**src/rtl/alu_nbit_seq.sv**
```systemverilog
`default_nettype none
// ============================================================================
//  Module   : alu_nbit_seq
//  Purpose  : Handshaked N-bit ALU with registered flags and shift-add MUL.
//  Revision : 1.0
// ============================================================================
module alu_nbit_seq #(
  parameter int WIDTH = 8
) (
  input  logic             clk,
  input  logic             rst_n,
  input  logic             in_valid,
  output logic             in_ready,
  input  logic [WIDTH-1:0] a,
  input  logic [WIDTH-1:0] b,
  input  logic [2:0]       sel,
  output logic             out_valid,
  input  logic             out_ready,
  output logic [WIDTH-1:0] result,
  output logic [WIDTH-1:0] result_hi,
  output logic             carry,
  output logic             zero,
  output logic             overflow
);

  localparam int CW = $clog2(WIDTH + 1);

  typedef enum logic [1:0] {
    IDLE = 2'd0,
    BUSY = 2'd1,
    DONE = 2'd2
  } state_e;

  state_e             state_q;
  logic [WIDTH-1:0]   mcand_q;
  logic [2*WIDTH-1:0] prod_q;
  logic [CW-1:0]      cnt_q;
  logic [WIDTH-1:0]   result_q;
  logic [WIDTH-1:0]   result_hi_q;
  logic               carry_q;
  logic               zero_q;
  logic               overflow_q;
  logic               out_valid_q;

  logic [WIDTH:0]     sum;
  logic [WIDTH-1:0]   alu_res;
  logic               alu_c;
  logic               alu_v;
  logic [WIDTH:0]     add_hi;
  logic [2*WIDTH-1:0] prod_d;

  always_comb begin
    sum     = '0;
    alu_res = '0;
    alu_c   = 1'b0;
    alu_v   = 1'b0;
    case (sel)
      3'b000: begin
        sum     = {1'b0, a} + {1'b0, b};
        alu_res = sum[WIDTH-1:0];
        alu_c   = sum[WIDTH];
        alu_v   = (a[WIDTH-1] == b[WIDTH-1]) && (alu_res[WIDTH-1] != a[WIDTH-1]);
      end
      3'b001: begin
        // The extra top bit of the difference is the unsigned borrow.
        sum     = {1'b0, a} - {1'b0, b};
        alu_res = sum[WIDTH-1:0];
        alu_c   = sum[WIDTH];
        alu_v   = (a[WIDTH-1] != b[WIDTH-1]) && (alu_res[WIDTH-1] != a[WIDTH-1]);
      end
      3'b010: alu_res = a | b;
      3'b011: alu_res = a & b;
      3'b100: begin
        alu_res = {a[WIDTH-2:0], 1'b0};
        alu_c   = a[WIDTH-1];
      end
      3'b101: begin
        alu_res = {1'b0, a[WIDTH-1:1]};
        alu_c   = a[0];
      end
      3'b110: begin
        sum     = {1'b0, a} + (WIDTH+1)'(1);
        alu_res = sum[WIDTH-1:0];
        alu_c   = sum[WIDTH];
        alu_v   = ~a[WIDTH-1] & alu_res[WIDTH-1];
      end
      default: ;
    endcase
  end

  // Upper half accumulates the multiplicand; lower half holds the shrinking multiplier.
  always_comb begin
    add_hi = {1'b0, prod_q[2*WIDTH-1:WIDTH]} + (prod_q[0] ? {1'b0, mcand_q} : '0);
    prod_d = {add_hi, prod_q[WIDTH-1:1]};
  end

  always_ff @(posedge clk or negedge rst_n) begin
    if (!rst_n) begin
      state_q     <= IDLE;
      mcand_q     <= '0;
      prod_q      <= '0;
      cnt_q       <= '0;
      result_q    <= '0;
      result_hi_q <= '0;
      carry_q     <= 1'b0;
      zero_q      <= 1'b0;
      overflow_q  <= 1'b0;
      out_valid_q <= 1'b0;
    end else begin
      case (state_q)
        IDLE: begin
          if (in_valid) begin
            if (sel == 3'b111) begin
              mcand_q <= a;
              prod_q  <= {{WIDTH{1'b0}}, b};
              cnt_q   <= '0;
              state_q <= BUSY;
            end else begin
              result_q    <= alu_res;
              result_hi_q <= '0;
              carry_q     <= alu_c;
              zero_q      <= (alu_res == '0);
              overflow_q  <= alu_v;
              out_valid_q <= 1'b1;
              state_q     <= DONE;
            end
          end
        end
        BUSY: begin
          prod_q <= prod_d;
          cnt_q  <= cnt_q + 1'b1;
          if (cnt_q == CW'(WIDTH - 1)) begin
            result_q    <= prod_d[WIDTH-1:0];
            result_hi_q <= prod_d[2*WIDTH-1:WIDTH];
            carry_q     <= |prod_d[2*WIDTH-1:WIDTH];
            zero_q      <= (prod_d == '0);
            overflow_q  <= 1'b0;
            out_valid_q <= 1'b1;
            state_q     <= DONE;
          end
        end
        DONE: begin
          if (out_ready) begin
            out_valid_q <= 1'b0;
            state_q     <= IDLE;
          end
        end
        default: state_q <= IDLE;
      endcase
    end
  end

  assign in_ready  = (state_q == IDLE);
  assign out_valid = out_valid_q;
  assign result    = result_q;
  assign result_hi = result_hi_q;
  assign carry     = carry_q;
  assign zero      = zero_q;
  assign overflow  = overflow_q;

endmodule
`default_nettype wire

```
**config.mk**
```make
export PLATFORM = sky130hd
export DESIGN_NAME = alu_nbit_seq
export DESIGN_NICKNAME = d
export VERILOG_FILES = /design/src/rtl/alu_nbit_seq.sv
export SDC_FILE = /design/constraint.sdc
export NUM_CORES = 1
export LEC_CHECK = 0
export BUFFER_PORTS_ARGS = -buffer_cell sky130_fd_sc_hd__buf_2
export CAP_MARGIN = 20
export CORE_MARGIN = 2
export CORE_UTILIZATION = 38
export DETAILED_ROUTE_END_ITERATION = 12
export HOLD_SLACK_MARGIN = 0.12
export PLACE_DENSITY_LB_ADDON = 0.2
export SETUP_SLACK_MARGIN = 0.02
export SLEW_MARGIN = 20
export SYNTH_ARGS = -nofsm -noshare
export SYNTH_HDL_FRONTEND = slang
export SYNTH_SLANG_ARGS = --single-unit
```
**constraint.sdc**
```tcl
create_clock -name clk -period 2.6 [get_ports clk]
set_input_delay 0.26 -clock clk [delete_from_list [all_inputs] [get_ports clk]]
set_output_delay 0.26 -clock clk [all_outputs]
set_load 0.01 [all_outputs]
```
# Word level (Yosys, flattened, before mapping)
# Index checks and enable logic that the tools add are counted.
dict set report word_totals {
  ff_bits 50
  output_inout_bits 21
}
dict set report op_classes {
  addsub 5
  n_eq_ne 19
  muxes 40
  bitwise 4
  reduce_logical 14
}
# op count
set ops {}
lappend ops {{8-bit two-way mux} 7}
lappend ops {{8-bit case mux with 7 select lines} 1}
lappend ops {{16-bit two-way mux} 2}
lappend ops {{16-bit case mux with 2 select lines} 1}
lappend ops {{8-bit case mux with 2 select lines} 2}
lappend ops {{8-bit by 8-bit adder with 9-bit output} 2}
lappend ops {{16-bit zero test} 1}
lappend ops {{1-bit two-way mux} 13}
lappend ops {{3-bit == test, second input constant} 4}
lappend ops {{8-bit by 1-bit adder with 9-bit output, second input constant} 1}
lappend ops {{3-bit AND reduction} 3}
lappend ops {{8-bit by 8-bit subtractor with 9-bit output} 1}
lappend ops {{8-bit AND} 1}
lappend ops {{8-bit zero test} 1}
lappend ops {{2-bit two-way mux} 4}
lappend ops {{4-bit two-way mux} 2}
lappend ops {{2-bit inequality test, second input constant} 4}
lappend ops {{8-bit bitwise OR} 1}
lappend ops {{4-bit case mux with 2 select lines} 1}
lappend ops {{8-bit OR reduction} 1}
lappend ops {{3-bit by 2-bit == test with 1-bit output, second input constant} 2}
lappend ops {{1-bit case mux with 2 select lines} 3}
lappend ops {{1-bit case mux with 3 select lines} 2}
lappend ops {{2-bit case mux with 3 select lines} 1}
lappend ops {{18 further kinds} 21}

# Depth between registers and ports, before layout
dict set report depth {
  depth_word 7
  depth_mapped 11
  mapped_depth_nobuf 11
}

# Worst setup path before layout
# OpenSTA, ideal clock, no wires.
dict set report synth_timing {
  path_type {register to register}
  start {reg prod_q[0]}
  end {reg zero_q, in the netlist zero}
  t_arrival_ps 2788
  stages_incl_launch_ff 12
  setup_time_ps 66
  required_time_ps 2534
  path_buffers 0
  setup_slack_ps -254
  synth_period_minus_slack_ps 2854
  cell_sequence {dfrtp_1 -> and2_1 -> ha_1 -> inv_1 -> fa_1 -> nand2b_1 -> a21oi_1 -> xor2_1 -> or4_1 -> or4_4 -> o31ai_2 -> a31o_1}
}
dict set report synth_via {
  elab_chain_len 5
}
# item line_no
set synth_rtl {}
lappend synth_rtl {{from (decl)} 36} ;# logic [2*WIDTH-1:0] prod_q;
lappend synth_rtl {{from (signal assigned)} 115} ;# prod_q <= {{WIDTH{1'b0}}, b};
lappend synth_rtl {{from (signal assigned)} 130} ;# prod_q <= prod_d;
lappend synth_rtl {{8-bit two-way mux} 93} ;# add_hi = {1'b0, prod_q[2*WIDTH-1:WIDTH]} + (prod_q[0] ? {1'b0, mcand_q} : '0);
lappend synth_rtl {{8-bit by 8-bit adder with 9-bit output} 93}
lappend synth_rtl {{16-bit zero test} 136} ;# zero_q <= (prod_d == '0);
lappend synth_rtl {{1-bit two-way mux} 132} ;# if (cnt_q == CW'(WIDTH - 1)) begin
lappend synth_rtl {{1-bit case mux with 2 select lines} 110} ;# case (state_q)
lappend synth_rtl {{to (signal assigned)} 122} ;# zero_q <= (alu_res == '0);
lappend synth_rtl {{to (signal assigned)} 136}
lappend synth_rtl {{to (decl)} 41} ;# logic zero_q;
# Every way passes these cells. The select of a mux whose other input is x is not followed.
# A chain may end at the register's enable or synchronous reset.

# Worst setup path in the final report
# Same ends and word-level chain as after synthesis.

==> impl_metrics.json <==
{
  "die_y_um": 106,
  "dpl_cell_area_um2": 4510,
  "violations": "negative setup slack",
  "fp-row-count": 37,
  "ir_drop_mv": 0.366,
  "globalplace.congestion": 0.919,
  "ys_ff_latch": 50,
  "hold_viol_final": 0,
  "synth-edff-count": 0,
  "path_cells": "buf_4 -> and2_1 -> ha_4 -> o21ai_1 -> o21ai_1 -> a32oi_2 -> or4_1 -> or4_4 -> o31ai_4 -> a31o_1",
  "synth_common_cells": "50 x dfrtp_1, 41 x nand2_1, 36 x ha_1",
  "synth.most_common_cell": "dfrtp_1",
  "skew_ns": 0.00882,
  "slew_headroom_pct": 48.9,
  "period_share_pct": 107,
  "cp_data_arrival_time_ns": 3.03,
  "cpLargestDelayFamily": "simple AND/OR/NAND/NOR gates",
  "finalWirelength_um": 10900,
  "ys_seq_area_share_pct": 32.0,
  "synth_cell_types": 65,
  "path_class": "reg -> reg",
  "wl_per_cell_um": 16.6,
  "grt_max_degree": 51,
  "initial_utilization_pct": 38.4,
  "final_area_um2": 4760,
  "track_usage_pct": 19.8,
  "syn-cell-area_um2": 3920,
  "setup_viol": 2,
  "numPlacedInstances": 646,
  "num_vias": 3654,
  "grt_pass1_wl_um": 17700,
  "synth.largest_area_cell": "dfrtp_1",
  "fin_nets": 583,
  "critPathBufInv": 1,
  "clock_latency_ns": 0.31,
  "synth_top_area_share_pct": 32.0,
  "diodes": 0,
  "hold_depth": 4,
  "critPathMaxFanout": 8,
  "worstMarginPinSlew_ns": 0.747,
  "area_growth_pct": 21.6,
  "ys.flop_type": "dfrtp_1",
  "setup.worst_path.end_class": "flop",
  "maxSlewViolCount": 0,
  "tritoncts": "done",
  "slowest_delay_ns": 0.54,
  "htree_levels": 2,
  "leakagePower_nw": 2.24,
  "reg2reg_slack_ns": -0.17,
  "max_cap_violations": 0,
  "status": "finished, violations left",
  "antenna_found_initial": 0,
  "cts_buffers": 5,
  "critPathSlowestCell": "or4_1",
  "dr.pass1.iters": 7,
  "crit_required_ns": 2.85,
  "rsz0062_at_grt": "true",
  "drive_gt1_share_pct": 24.1,
  "setup_ws_ns": -0.175,
  "min_path_type": "in -> reg",
  "syn_nets": 514,
  "via_per_inst": 5.55,
  "dieArea_um2": 11100,
  "setup_tns_ns": -0.286,
  "first_iter_violations": 226,
  "drc_errors": 0,
  "io_pins": 44,
  "start_kind": "flop",
  "dp_hpwl_um": 8330,
  "max_freq_mhz": 360,
  "synthCells": 452,
  "cts_root_buf": "clkbuf_8",
  "die_w_um": 106,
  "utilization_pct": 46.7,
  "grt_pass1_vias": 3457,
  "syn_area_per_cell_um2": 8.66,
  "layout.cells.non_filler": 658,
  "hold_path_startpoint": "out_ready",
  "grt-ovfl-total": 0,
  "reg2reg_depth": 10,
  "clkTransAtPathRegs_ns": 0.10,
  "r2r_start": "prod_q[0]",
  "ant_nets": 0,
  "reg2reg_to": "zero",
  "port_buffers": 43,
  "core_um2": 10200,
  "async_flop_share_pct": 100,
  "pre_cts_ws_ns": -0.172,
  "clockBufferDepth": 2,
  "holdPathEnd": "state_q[1]",
  "yosysWarningCount": 0,
  "synth.area.top_cells": "dfrtp_1 32%, ha_1 12%, o21ai_0 4.3%",
  "path_common_cell": "o21ai_1",
  "power_density_nw_per_um2": 757,
  "cts.sinks": 50,
  "period_needed_ns": 2.77
}
timing repair:
item,4_1_cts,5_1_grt
setup endpoints to repair,2,2
pin swaps,1,1
setup buffers,1,2
endpoints found under the hold margin,50,0
hold buffers,1,0
gates resized for setup,10,5
power by group:
| group | leakage (nW) | switching (W) | total [W] | internal, W |
|---|---|---|---|---|
| sequential | 0.650 | 0.000220 | 0.00127 | 0.00105 |
| combinational | 1.53 | 0.000909 | 0.00175 | 0.000840 |
| clock | 0.0618 | 0.000267 | 0.000584 | 0.000317 |
| total | 2.24 | 0.00140 | 0.00360 | 0.00221 |
how the worst max path moves through the flow:
stage / depth (start not counted) / endpoint / startpoint / slack (ns)
after global placement: 11 / zero / prod_q[0] / -0.06
after CTS: 11 / zero / prod_q[0] / -0.11
after global routing: 10 / zero / prod_q[0] / -0.31
after detailed placement: 11 / zero / prod_q[0] / -0.17
after floorplan: 11 / zero / prod_q[0] / -0.12
final: 10 / zero / prod_q[0] / -0.17
flip-flops by register name (all words and copies together), names as in the netlist:
| signal | cells |
|---|---|
| carry | 1 |
| cnt_q | 4 |
| mcand_q | 8 |
| out_valid | 1 |
| overflow | 1 |
| prod_q | 16 |
| result | 8 |
| result_hi | 8 |
| state_q | 2 |
| zero | 1 |
placed cells by master, fill, tap and decap left out, types with 3 or more instances in the layout:
master and n:
dfrtp_1 50, buf_2 43, nand2_1 40, buf_4 39, nor2_1 34, o21ai_0 34, ha_1 31, inv_1 30
a21oi_1 29, nand3_1 13, a22o_1 12, mux2_2 10, xnor2_1 9, nor3_1 9, and2_1 8, a22oi_1 8
mux2i_1 8, a221oi_1 7, xor2_1 6, clkbuf_8 6, nand2b_1 5, ha_4 5, nor2b_1 4, o21ai_1 4
a31oi_1 4, o21bai_1 3, o211ai_1 3, or4_1 3, a211oi_1 3, o31ai_1 3, nor4_1 3
cell type report:
class / instances / area [um2]
fillers: 1002 / 5420
multi-input cells: 348 / 2580
flip-flops and latches: 50 / 1250
repair buffers: 83 / 518
well taps: 136 / 170
inverters: 33 / 124
clock buffers: 6 / 82.6
clock inverters: 2 / 38.8
cell families (layout without fill, tap and decap cells):
logic type | count (synthesis) | count (layout) | synth area share, %
adder cells (fa/ha/maj) | 39 | 39 | 13.0
AND/OR/NAND/NOR | 137 | 137 | 17.0
multiplexers | 19 | 19 | 5.50
flip-flops | 50 | 50 | 32.0
AO/OA/AOI/OAI | 138 | 138 | 23.9
buffers and inverters | 54 | 124 | 5.24
XOR/XNOR | 15 | 15 | 3.36
stage by stage:
stage          hold slack, ns  power [W]
4_1_cts                 0.237    0.00350
3_5_place_dp            0.410    0.00282
6_report                0.238    0.00360
2_1_floorplan         -0.0356    0.00222
3_3_place_gp            0.407    0.00279
5_1_grt                 0.259    0.00387
metal layers:
layer  vias up  part of all wire [%]  track usage, %
met1      1743                    48            29.2
met3        17                   5.4            1.79
li1       1769                     -               -
met5         -                     0               0
met2       125                    45            30.7
met4         0                   1.9            6.20
worst register-to-register path: cells and delay by family (launching register included):
| kind | cells | cell delay (ns) |
|---|---|---|
| buffers and inverters | 1 | 0.16 |
| DFF | 1 | 0.39 |
| and+or+nand+nor | 3 | 1.18 |
| adders and majority gates | 1 | 0.31 |
| AOI/OAI and AO/OA | 5 | 0.69 |
Power figures use the tool's default switching activity.
